<file path="config.mk">
export PLATFORM = sky130hd
export DESIGN_NAME = coef_update_writer
export DESIGN_NICKNAME = d
export VERILOG_FILES = /design/src/rtl/coef_update_writer.sv
export SDC_FILE = /design/constraint.sdc
export NUM_CORES = 1
export LEC_CHECK = 0
export CORE_AREA = 4 4 63 65
export CTS_CLUSTER_DIAMETER = 120
export DETAILED_ROUTE_END_ITERATION = 7
export DIE_AREA = 0 0 67 69
export PLACE_DENSITY = 0.77
export SLEW_MARGIN = 15
export SYNTH_ARGS = -nofsm -noshare
export SYNTH_HDL_FRONTEND = slang
export SYNTH_SLANG_ARGS = --single-unit
</file>
<file path="constraint.sdc">
create_clock -name iClk_12M -period 3.88 [get_ports iClk_12M]
set_clock_uncertainty 0.15 [all_clocks]
set_input_delay 0.388 -clock iClk_12M [delete_from_list [all_inputs] [get_ports iClk_12M]]
set_output_delay 0.388 -clock iClk_12M [all_outputs]
set_load 0.005 [all_outputs]
</file>
<file path="src/rtl/coef_update_writer.sv">
// Coefficient writer: streams 4 x P_TAPS_PER_BANK words into the coefficient SP-SRAM banks; optional COEF_CHECKSUM_EN.
// Latency: one cycle from accepted word to bank write strobe; flag changes one cycle after a sample strobe.
// Backpressure: oCoefReady is high only while writing, so the source stalls outside WRITE and after the last word.
module coef_update_writer #(
    parameter int P_DATA_W        = 16,
    parameter int P_TAPS_PER_BANK = 10
) (
    input  logic                       iClk_12M,
    input  logic                       iRst,
    input  logic                       iEnSample600k,
    input  logic                       iUpdateReq,
    input  logic                       iCoefValid,
    input  logic [P_DATA_W-1:0]        iCoefData,
    output logic                       oCoefReady,
    output logic                       oUpdateFlag,
    output logic                       oCsn_1,
    output logic                       oCsn_2,
    output logic                       oCsn_3,
    output logic                       oCsn_4,
    output logic                       oWrn_1,
    output logic                       oWrn_2,
    output logic                       oWrn_3,
    output logic                       oWrn_4,
    output logic [3:0]                 oAddr,
    output logic [P_DATA_W-1:0]        oWrData,
`ifdef COEF_CHECKSUM_EN
    output logic signed [P_DATA_W+5:0] oChecksum,
`endif
    output logic                       oDone
);

    localparam logic [1:0] S_IDLE  = 2'd0;
    localparam logic [1:0] S_ARM   = 2'd1;
    localparam logic [1:0] S_WRITE = 2'd2;
    localparam logic [1:0] S_HOLD  = 2'd3;

    localparam logic [3:0] LP_LAST_TAP = 4'(P_TAPS_PER_BANK - 1);

    logic [1:0]          r_state;
    logic [1:0]          r_bank_cnt;
    logic [3:0]          r_tap_cnt;
    logic                r_flag;
    logic                r_done;
    logic [3:0]          r_csn;
    logic [3:0]          r_wrn;
    logic [3:0]          r_addr;
    logic [P_DATA_W-1:0] r_wrdata;

    logic w_ready;
    logic w_xfer;
    logic w_arm_go;

    assign w_ready  = (r_state == S_WRITE);
    assign w_xfer   = w_ready & iCoefValid;
    assign w_arm_go = (r_state == S_ARM) & iEnSample600k;

    always_ff @(posedge iClk_12M) begin
        if (iRst) begin
            r_state    <= S_IDLE;
            r_bank_cnt <= 2'd0;
            r_tap_cnt  <= 4'd0;
            r_flag     <= 1'b0;
            r_done     <= 1'b0;
            r_csn      <= 4'hF;
            r_wrn      <= 4'hF;
            r_addr     <= 4'd0;
            r_wrdata   <= '0;
        end else begin
            // Strobes default inactive; only a transfer pulls one bank low for a cycle.
            r_done <= 1'b0;
            r_csn  <= 4'hF;
            r_wrn  <= 4'hF;
            case (r_state)
                S_IDLE: begin
                    if (iUpdateReq) begin
                        r_state <= S_ARM;
                    end
                end
                S_ARM: begin
                    if (iEnSample600k) begin
                        r_state    <= S_WRITE;
                        r_flag     <= 1'b1;
                        r_bank_cnt <= 2'd0;
                        r_tap_cnt  <= 4'd0;
                    end
                end
                S_WRITE: begin
                    if (iCoefValid) begin
                        r_csn    <= ~(4'b0001 << r_bank_cnt);
                        r_wrn    <= ~(4'b0001 << r_bank_cnt);
                        r_addr   <= r_tap_cnt;
                        r_wrdata <= iCoefData;
                        if (r_tap_cnt == LP_LAST_TAP) begin
                            r_tap_cnt <= 4'd0;
                            if (r_bank_cnt == 2'd3) begin
                                r_state <= S_HOLD;
                            end else begin
                                r_bank_cnt <= r_bank_cnt + 2'd1;
                            end
                        end else begin
                            r_tap_cnt <= r_tap_cnt + 4'd1;
                        end
                    end
                end
                S_HOLD: begin
                    // The flag is held until the reader's next sample point so it never sees a half-written set.
                    if (iEnSample600k) begin
                        r_state <= S_IDLE;
                        r_flag  <= 1'b0;
                        r_done  <= 1'b1;
                    end
                end
                default: begin
                    r_state <= S_IDLE;
                end
            endcase
        end
    end

`ifdef COEF_CHECKSUM_EN
    logic signed [P_DATA_W+5:0] r_checksum;

    always_ff @(posedge iClk_12M) begin
        if (iRst) begin
            r_checksum <= '0;
        end else if (w_arm_go) begin
            r_checksum <= '0;
        end else if (w_xfer) begin
            r_checksum <= r_checksum + {{6{iCoefData[P_DATA_W-1]}}, iCoefData};
        end
    end

    assign oChecksum = r_checksum;
`endif

    assign oCoefReady  = w_ready;
    assign oUpdateFlag = r_flag;
    assign oDone       = r_done;
    assign oAddr       = r_addr;
    assign oWrData     = r_wrdata;
    assign oCsn_1      = r_csn[0];
    assign oCsn_2      = r_csn[1];
    assign oCsn_3      = r_csn[2];
    assign oCsn_4      = r_csn[3];
    assign oWrn_1      = r_wrn[0];
    assign oWrn_2      = r_wrn[1];
    assign oWrn_3      = r_wrn[2];
    assign oWrn_4      = r_wrn[3];

endmodule

</file>
==> results.toml <==
[cts]
ctsResizeCount = 0
clock-sinks = 34
clock-root-buffer = "clkbuf_4"
cts_buffer_depth = 2
post_cts_buffers = 0
cts_tree = "built"
cts_hold_buf = 0
clk_pin_slew_ns = 0.10
cts_made_buffers = 5
htreeDepth = 2
clkLatencyLatePin_ns = 0.32

[worst_setup_path]
path_class = "reg -> out"
end_kind = "output pin"
startpoint_type = "flop"
required_ns = 3.34
path_max_fanout = 10
arrival_ns = 1.72

[place]
preCtsSetupSlack_ns = 1.65
dp_hpwl_mm = 2.25
placed_cells = 261
dpl-instance-area_mm2 = 0.00198
gp_congestion = 0.752
port-buffer-count = 51

[synthesis]
yosysTopAreaCell = "dfxtp_1"
synth_cell_types = 29
ys_warn_count = 0
synth-seq-area-share_pct = 46.5
synth.ff_latch_count = 34
netlist_area_mm2 = 0.00146
synth_top_area_share_pct = 46.5
syn_area_per_cell_um2 = 8.37
synth.area.top_cells = "dfxtp_1, nand2_1, ha_1"
syn_inst = 175
syn_nets = 207

[sta]
max_slew.worst_pin.slew_ns = 0.697
rsz0062_at_grt = "false"
maxSlewHeadroom_pct = 53.4
setup_slack_ns = 1.63
fmax_mhz = 444
min_period_ns = 2.25
setup_viol = 0
whs_ns = 0.310
tns_ns = 0
fin_crit_sh_pct = 58.1
drv_slew = 0
hold_viol_final = 0

[global_route]
track_usage_pct = 14.0
grt_pass1_vias = 1185
grt_pass1_wl_mm = 5.20
grt_max_degree = 22
antenna_found_initial = 0
overflow = 0

[layout]
drive_gt1_share_pct = 6.28
area_growth_pct = 40.5
fillers = 302
diodes = 0
layout.cells.non_filler = 269
postLayoutCoreUtil_pct = 61.6
fin_area_mm2 = 0.00206
final_nets = 254

[pwr]
power_switching_mw = 0.242
power_density_mw_per_mm2 = 422
p_seq_share_pct = 46.0
finalPower_mw = 0.868
swShare_pct = 27.9
peakVddDrop_mv = 0.324
internal-power_mw = 0.626
clkPwrFrac_pct = 28.8
power_leakage_nw = 0.782
pwr-share-comb_pct = 25.2

[die]
ios = 52
rows = 21
dieWidth_um = 67
die_h_um = 69
dieArea_mm2 = 0.00462
core_mm2 = 0.00334
start_util_pct = 43.9

[detailed_routing]
vias = 1251
firstDrtPassIters = 4
wl_mm = 3.08
postRouteAntennaNets = 0
viasPerCell = 4.65
post_drt_wl_per_cell_um = 11.4
drtIter0Drc = 62
drc = 0

[flow_run]
drv_cap = 0

[worst_hold_path]
hp-class = "reg -> reg"

[run_status]
status = "finished, final reports clean"
==> final timing paths <==
path / depth (start not counted) / slack, ns / startpoint / endpoint
worst min register to register: 2 / 0.31 / oWrData[11] / oWrData[11]
worst max-delay path: 3 / 1.63 / r_state[0] / oCoefReady
worst max register to register: 5 / 1.80 / r_state[0] / r_bank_cnt[1]
worst min-delay path: 2 / 0.31 / oWrData[11] / oWrData[11]
==> routing by layer <==
layer	part of all wire (%)	vias up	global-route usage (%)
li1	-	668	-
met1	44	546	17.6
met2	48	35	22.8
met3	6.5	2	4.38
met4	0.65	0	4.05
met5	0	-	0
==> power by group through the flow <==
stage / sequential, mW / combinational [mW] / clock (mW)
final: 0.399 / 0.219 / 0.250
after global routing: 0.405 / 0.249 / 0.272
after CTS: 0.400 / 0.221 / 0.254
after detailed placement: 0.408 / 0.220 / 0
after global placement: 0.407 / 0.218 / 0
after floorplan: 0.407 / 0.125 / 0
==> registers in the layout, summed over array words and instances, names as in the netlist <==
name	count
oAddr	4
oDone	1
oUpdateFlag	1
oWrData	16
r_bank_cnt	2
r_state	2
r_tap_cnt	4
r_wrn	4
==> Yosys cell counts <==
cell and n:
a21oi_1 25, a221o_1 2, a31o_2 1, and2_1 1
and3_1 1, buf_1 1, buf_4 4, clkbuf_1 7
dfxtp_1 34, ha_1 11, inv_1 10, nand2_1 51
nand2b_1 2, nand3_1 1, nand3b_4 1, nand4_1 1
nor2_1 3, nor2b_1 2, nor3b_1 1, nor4b_1 1
o211ai_1 2, o21ai_0 2, o21bai_1 1, o311a_1 1
o31ai_1 2, o41ai_1 1, or2_2 3, or3_1 1
or4_1 2
==> layout make-up <==
| cell class | count | area, um2 | share of cell area [%] |
|---|---|---|---|
| Clock inverter | 3 | 40.0 | 1.95 |
| Sequential cell | 34 | 681 | 33.1 |
| Inverter | 10 | 37.5 | 1.82 |
| Tap cell | 46 | 57.6 | 2.80 |
| Multi-Input combinational cell | 119 | 686 | 33.3 |
| Clock buffer | 5 | 37.5 | 1.82 |
| Timing Repair Buffer | 52 | 518 | 25.2 |
==> critical path, cell delays in order, from the launching register on <==
cell,delay [ns]
dfxtp_1,0.34
inv_1,0.12
ha_1,0.36
clkdlybuf4s50_1,0.57
==> layout by cell type (no fill, tap or decap), types with 3 or more instances in the layout <==
cell type / n
nand2_1: 51
nor2_1: 3
a21oi_1: 25
clkdlybuf4s50_1: 51
dfxtp_1: 34
inv_1: 10
ha_1: 11
or2_2: 3
clkbuf_4: 5
==> logic make-up (layout without fill, tap and decap cells) <==
group	Yosys count	after routing	share of synthesized area [%]
flip-flops	34	34	46.5
adder cells (fa/ha/maj)	11	11	9.40
buffers and inverters	22	70	6.67
AO/OA/AOI/OAI	37	37	15.0
AND/OR/NAND/NOR	71	71	22.4
(Power assumes the default switching activity.)
